==> src/rtl/strap_rst_seq_pkg.sv <==
// Shared types and strap bit positions for the strap reset sequencer.
package strap_pkg;

  typedef enum logic [2:0] {
    PRST,
    CLKWAIT,
    SRSTWAIT,
    RUN,
    RB_ASSERT,
    RB_HOLD
  } rst_seq_st_t;

  localparam int STRAP_SOFT_REBOOT_REQ = 31;
  localparam int STRAP_RISCV_RST       = 12;

  localparam logic [3:0] REBOOT_CNT_MAX = 4'd15;

endpackage

==> src/rtl/strap_rst_seq_reset_sync.sv <==
// Two-flop reset synchroniser: asserts asynchronously, releases on the second clk edge.
module reset_sync (
  input  logic clk,
  input  logic rst_n,
  output logic rst_sync_n
);

  logic meta_n;

  always_ff @(posedge clk or negedge rst_n) begin
    if (!rst_n) begin
      meta_n     <= 1'b0;
      rst_sync_n <= 1'b0;
    end else begin
      meta_n     <= 1'b1;
      rst_sync_n <= meta_n;
    end
  end

endmodule

==> src/rtl/strap_rst_seq.sv <==
// Power-on / soft-reboot reset sequencer: e_reset_n -> p_reset_n -> clk_enb -> s_reset_n.
//
// state     | meaning
// PRST      | p_reset_n held low while straps are captured
// CLKWAIT   | p_reset_n released, waiting to open the core clock gate
// SRSTWAIT  | clock running, waiting to release the soft reset
// RUN       | sequence complete, watching for a soft-reboot request
// RB_ASSERT | soft reset just asserted, clock gate closes next
// RB_HOLD   | soft reset held until minimum time passed and request cleared
module strap_rst_seq
  import strap_pkg::*;
#(
  parameter int PRST_CYC   = 16,
  parameter int CLKEN_CYC  = 8,
  parameter int SRST_CYC   = 8,
  parameter int REBOOT_CYC = 32,
  parameter int CNT_W      = 8
) (
  input  logic       clk,
  input  logic       e_reset_n,
  input  logic       strap_reboot_req,
  input  logic       strap_riscv_rst,
  input  logic       cpu_rst_release,
  output logic       p_reset_n,
  output logic       clk_enb,
  output logic       s_reset_n,
  output logic       cpu_reset_n,
  output logic       seq_busy,
  output logic [3:0] reboot_cnt
);

  localparam logic [CNT_W-1:0] PRST_LAST  = CNT_W'(PRST_CYC - 1);
  localparam logic [CNT_W-1:0] CLKEN_LAST = CNT_W'(CLKEN_CYC - 1);
  localparam logic [CNT_W-1:0] SRST_LAST  = CNT_W'(SRST_CYC - 1);
  localparam logic [CNT_W-1:0] REBOOT_MIN = CNT_W'(REBOOT_CYC);
  localparam logic [CNT_W-1:0] CNT_MAX    = {CNT_W{1'b1}};
  localparam logic [CNT_W-1:0] CNT_ONE    = CNT_W'(1);

  logic             rst_sync_n;
  logic             req_meta;
  logic             req_sync;
  logic             cpu_gate;
  rst_seq_st_t      state;
  rst_seq_st_t      state_nx;
  logic [CNT_W-1:0] cnt;
  logic [CNT_W-1:0] cnt_nx;
  logic             p_reset_nx;
  logic             clk_enb_nx;
  logic             s_reset_nx;
  logic             seq_busy_nx;
  logic [3:0]       reboot_cnt_nx;

  reset_sync u_reset_sync (
    .clk        (clk),
    .rst_n      (e_reset_n),
    .rst_sync_n (rst_sync_n)
  );

  always_ff @(posedge clk or negedge rst_sync_n) begin
    if (!rst_sync_n) begin
      req_meta    <= 1'b0;
      req_sync    <= 1'b0;
      cpu_gate    <= 1'b0;
      cpu_reset_n <= 1'b0;
    end else begin
      req_meta    <= strap_reboot_req;
      req_sync    <= req_meta;
      cpu_gate    <= strap_riscv_rst | cpu_rst_release;
      cpu_reset_n <= s_reset_n & cpu_gate;
    end
  end

  always_ff @(posedge clk or negedge rst_sync_n) begin
    if (!rst_sync_n) begin
      state      <= PRST;
      cnt        <= '0;
      p_reset_n  <= 1'b0;
      clk_enb    <= 1'b0;
      s_reset_n  <= 1'b0;
      seq_busy   <= 1'b1;
      reboot_cnt <= 4'd0;
    end else begin
      state      <= state_nx;
      cnt        <= cnt_nx;
      p_reset_n  <= p_reset_nx;
      clk_enb    <= clk_enb_nx;
      s_reset_n  <= s_reset_nx;
      seq_busy   <= seq_busy_nx;
      reboot_cnt <= reboot_cnt_nx;
    end
  end

  always_comb begin
    state_nx      = state;
    cnt_nx        = (cnt == CNT_MAX) ? cnt : cnt + CNT_ONE;
    p_reset_nx    = p_reset_n;
    clk_enb_nx    = clk_enb;
    s_reset_nx    = s_reset_n;
    reboot_cnt_nx = reboot_cnt;

    case (state)
      PRST: begin
        if (cnt == PRST_LAST) begin
          state_nx   = CLKWAIT;
          p_reset_nx = 1'b1;
        end
      end
      CLKWAIT: begin
        if (cnt == CLKEN_LAST) begin
          state_nx   = SRSTWAIT;
          clk_enb_nx = 1'b1;
        end
      end
      SRSTWAIT: begin
        if (cnt == SRST_LAST) begin
          state_nx   = RUN;
          s_reset_nx = 1'b1;
        end
      end
      RUN: begin
        if (req_sync) begin
          state_nx   = RB_ASSERT;
          s_reset_nx = 1'b0;
        end
      end
      RB_ASSERT: begin
        state_nx   = RB_HOLD;
        clk_enb_nx = 1'b0;
      end
      RB_HOLD: begin
        // p_reset_n stays high here so the sticky straps survive the reboot
        if ((cnt >= REBOOT_MIN) && !req_sync) begin
          state_nx   = SRSTWAIT;
          clk_enb_nx = 1'b1;
          if (reboot_cnt != REBOOT_CNT_MAX) begin
            reboot_cnt_nx = reboot_cnt + 4'd1;
          end
        end
      end
      default: begin
        state_nx = PRST;
      end
    endcase

    if (state_nx != state) begin
      cnt_nx = '0;
    end
    seq_busy_nx = (state_nx != RUN);
  end

endmodule

==> config.mk <==
export PLATFORM = sky130hd
export DESIGN_NAME = strap_rst_seq
export DESIGN_NICKNAME = d
export VERILOG_FILES = /design/src/rtl/strap_rst_seq_pkg.sv /design/src/rtl/strap_rst_seq_reset_sync.sv /design/src/rtl/strap_rst_seq.sv
export SDC_FILE = /design/constraint.sdc
export NUM_CORES = 1
export LEC_CHECK = 0
export BUFFER_PORTS_ARGS = -buffer_cell sky130_fd_sc_hd__buf_2
export CORE_MARGIN = 10
export CORE_UTILIZATION = 38
export CTS_CLUSTER_SIZE = 12
export DETAILED_ROUTE_END_ITERATION = 7
export PLACE_DENSITY = 0.59
export SYNTH_ARGS = -nofsm -noshare
export SYNTH_HDL_FRONTEND = slang
export SYNTH_SLANG_ARGS = --single-unit
==> constraint.sdc <==
create_clock -name clk -period 0.8 [get_ports clk]
set_input_delay 0.16 -clock clk [delete_from_list [all_inputs] [get_ports clk]]
set_output_delay 0.16 -clock clk [all_outputs]
set_load 0.02 [all_outputs]
After elaboration in Yosys (flattened, before gate mapping) --
Cells that the tools add are included. Widths: inputs -> output; s select.
Word-level totals: bits in registers 25, bits in latches 0, memory bits (writable) 0, ROM bits 0, output and inout port bits 9, logic and storage cells 56, memories kept 0
Operators by class: add/subtract/negate cells 2, multipliers 0, div/mod/pow operators 0, magnitude comparators 1, equal/unequal tests 16, shift operators 0, multiplexer cells 13, bitwise logic cells 2, reduce and logical (&&, ||, !) cells 9
Operators with widths (count):
- $pmux 3 s6 | 1
- $mux 8 | 2
- $mux 3 | 5
- $reduce_and 3->1 | 3
- $add 8x1->8 const B | 1
- $eq 8x3->1 const B | 1
- $eq 8x4->1 const B | 1
- $eq 8x8->1 const B | 1
- $ge 8x6->1 const B | 1
- $ne 2x2->1 const B | 4
- $eq 3x2->1 const B | 2
- $eq 3x3->1 const B | 2
- $add 4x1->4 const B | 1
- $ne 4x4->1 const B | 1
- $eq 3x1->1 const B | 1
- $logic_not 3->1 | 1
- $mux 1 | 3
- $ne 3x2->1 const B | 1
- $ne 3x3->1 | 1
- $pmux 1 s3 | 1
- $reduce_bool 3->1 | 1
- $ne 2x1->1 const B | 1
- $pmux 1 s2 | 1
- $reduce_and 2->1 | 1
- 5 further kinds | 5

Longest topological paths before layout --
depth in word-level cells 6, mapped depth 6

Hierarchy --
A second synthesis with hierarchy kept.
Unflattened totals: cells, all modules 127, area total of the unflattened synthesis 1236.2 µm²
Modules (own cells, without submodules):
- strap_rst_seq | instances 1, cells an instance 124, area an instance 1182.4 µm²
- reset_sync | instances 1, cells an instance 3, area an instance 53.8 µm²

Least setup slack after synthesis --
No wires, ideal clock.
kind register to register, from register cnt[7], to register cnt[3], setup time 0.144 ns, arrival time 1.657 ns, required time 0.656 ns, setup slack -1.000 ns, cell stages (with the launch flop) 6, buffers on the path 0, clock period less this slack 1.800 ns, cells stage by stage dfrtp_1 or4_4 or3_4 nand3_2 o32a_4 a211oi_2
On the way: longest elaborated chain between the ends 6, elaborated cells on any way between the ends 13
RTL lines:
- start, declared | line strap_rst_seq.sv:45 | logic [CNT_W-1:0] cnt;
- start signal, assigned | line strap_rst_seq.sv:84 | cnt <= cnt_nx;
- $ge 8x6->1 | line strap_rst_seq.sv:132 | if ((cnt >= REBOOT_MIN) && !req_sync) begin
- $logic_and 1x1->1 | line strap_rst_seq.sv:132
- $mux 3 | line strap_rst_seq.sv:132
- $pmux 3 s6 | line strap_rst_seq.sv:101 | case (state)
- $ne 3x3->1 | line strap_rst_seq.sv:145 | if (state_nx != state) begin
- $ne 2x1->1 (no line) / $mux 8 (equally long branches)
Several ways; a longest one is shown, not always the timed one. A chain may end at the register's enable or synchronous reset.

Worst setup path after layout --
from register cnt[7], to register cnt[4]
Same word-level chain as after synthesis.

==> qor.yml <==
slowest_delay_ns: 0.54
vias_per_cell: 4.87
route.detailed.drc: 0
power_frac_comb_pct: 52.4
synthFlopType: "dfrtp_1"
die_w_um: 76.9
antenna_found_initial: 0
vdd_drop_max_mv: 1.52
largest-register: "cnt"
grt_use_total_pct: 10.4
top_usage_layer: "met2"
fin_skew_ns: 0.00692
drtPass1Iterations: 4
grt_pass1_vias: 1079
status: "finished, violations left"
power.internal_uw: 2950
tritoncts: "done"
grt_use_met1_pct: 12.2
cts.sinks: 25
postRouteAntennaNets: 0
cp-start-kind: "register"
yosysTopAreaCellShare_pct: 48.8
avgSynthCellArea_um2: 10.4
grt_max_degree: 17
final_cell_mix: "buf_4 (41), dfrtp_1 (21), buf_6 (16)"
syn_area_um2: 1230
port_buffers: 13
reg.largest.list: "cnt (8), reboot_cnt (4), state (3)"
hp-class: "input pin to register"
num_vias: 1105
critPathSlowestCell: "or4_4"
core_um2: 3080
synth_edf_count: 0
setup_viol: 28
fmax_ghz: 0.543
yosysTopAreaCell: "dfrtp_1"
synth-seq-cells: 25
hpwl_mm: 2.15
switchingPower_uw: 1740
num_io_pins: 14
layout_min_cycle_time_ns: 1.84
report.final.slew_viol_count: 0
seq_power_share_pct: 34.6
drt_first_iter_violations: 86
ys_warn_count: 0
cp_data_arrival_time_ns: 2.07
leakage_uw: 0.000902
ctsHoldBuffers: 2
n_antenna_cell: 0
grt_pass1_wl_mm: 5.02
final_common_cell: "buf_4"
powerDensity_nw_per_um2: 2440
worst_slack_ns: -1.04
area_delta_synth_final_pct: 56.3
cts_htree_levels: 1
rows: 20
synth-seq-area-share_pct: 50.9
whs_ns: 0.00760
path_class: "register to register"
async_flop_share_pct: 100
synth_fp_nets: 126
violations: "negative setup slack"
cts_max_path_buffers: 2
power_uw: 4690
crit_chain: "or4_4 > or3_4 > nand3_4 > o32a_4 > a211oi_2"
cts_buffers: 3
hold_viol_final: 0
synth_area_leaders: "dfrtp_1 (49%), nand2_1 (4.6%), nor3_2 (3.3%)"
grt_overflow: 0
synthCells: 118
gp_congestion: 0.814
critPathCaptureType: "register"
wl_mm: 3.17
cts-root-buf: "clkbuf_4"
nets: 192
switching_share_pct: 37.1
cap_viol_max_count: 0
drive_gt1_share_pct: 55.7
grt_use_met2_pct: 17.1
cp.required_ns: 1.03
grtUsageMet3_pct: 4.31
dieArea_um2: 5920
fin_crit_sh_pct: 230
clkPwrFrac_pct: 13.1
clkLatencyLatePin_ns: 0.33
initial_core_util_pct: 40.0
rsz0062_at_grt: "true"
critPathMaxFanout: 8
synth.distinct_cells: 44
clkTransAtPathRegs_ns: 0.14
die_h_um: 76.9
wl_per_cell_um: 14.0
largest_reg_flops: 8
[final cells by class]
class / instances / area, µm²
clock buffer: 3 / 22.5
sequential: 25 / 631
fill: 258 / 1150
inverter: 6 / 22.5
timing repair buffer: 63 / 528
clock inverter: 1 / 8.76
multi-input combinational: 85 / 657
tap: 44 / 55.1
[final timing paths]
kind	start	end	slack, ns	depth (start not counted)
setup reg to reg	cnt[7]	cnt[4]	-1.04	5
hold reg to reg	u_reset_sync.rst_sync_n	clk_enb	0.19	1
hold / removal	strap_riscv_rst	cpu_gate	0.008	2
min in group asynchronous	e_reset_n	u_reset_sync.rst_sync_n	0.12	2
setup / recovery	cnt[7]	cnt[4]	-1.04	5
max in group asynchronous	u_reset_sync.rst_sync_n	seq_busy	0.35	1
[routing by layer]
metal  vias up  routed length [µm]
li1        540                   -
met1       545                1350
met2        16                1660
met3         4                 143
met4         0                  21
met5         -                   0
[cells by family (layout without fill, tap and decap cells)]
family	count (synthesis)	count (layout)	synth area share [%]
and+or+nand+nor	53	53	23.9
xor gates and xnor gates	4	4	2.85
adders and majority gates	3	3	3.05
DFF	25	25	50.9
AOI/OAI and AO/OA	22	22	14.4
other	1	1	0.305
buffers and inverters	8	73	2.85
muxes	2	2	1.73
[power by group through the flow]
stage	logic (µW)	registers [µW]	clock network (µW)
global route	2680	1650	711
global placement	1960	1630	0
CTS	2220	1620	645
finish	2460	1620	613
detailed placement	2010	1640	0
floorplan	1050	1730	0
[stage by stage]
| step | instance area [µm²] | utilization [%] | setup slack [ns] | cells | TNS, ns |
|---|---|---|---|---|---|
| 6_report | 1920 | 62.5 | -1.04 | 227 | -19.31 |
| 2_1_floorplan | 1250 | - | -0.950 | 118 | -13.70 |
| 3_5_place_dp | 1630 | 52.9 | -1.00 | 209 | -15.90 |
| 3_3_place_gp | 1630 | 52.9 | -0.962 | 209 | -15.46 |
| 4_1_cts | 1820 | 59.1 | -1.03 | 221 | -19.26 |
| 5_1_grt | 1920 | 62.5 | -1.09 | 227 | -21.04 |
[worst max-delay path, delay by kind of cell (launching register included)]
family             cells  cell delay (ns)
AOI/OAI and AO/OA      2             0.32
DFF                    1             0.41
and+or+nand+nor        3             1.02
[synthesized netlist by cell type, types with 2 or more instances]
cell type,instances
nand3_1,4
xnor2_1,3
nand2_1,15
nor2b_1,2
a211oi_2,3
ha_1,3
nor2_2,2
nor2_1,9
nor3_1,5
inv_1,5
dfrtp_1,24
a31oi_1,2
o21ai_0,5
a21oi_1,3
nor3_2,4
[timing repair]
| item | 4_1_cts | 5_1_grt |
|---|---|---|
| gates resized for setup | 29 | 15 |
| endpoints found under the hold margin | 4 | 1 |
| setup buffers | 7 | 7 |
| pin swaps | 3 | 13 |
| endpoints found under the setup margin | 28 | 29 |
(Power assumes the default switching activity.)
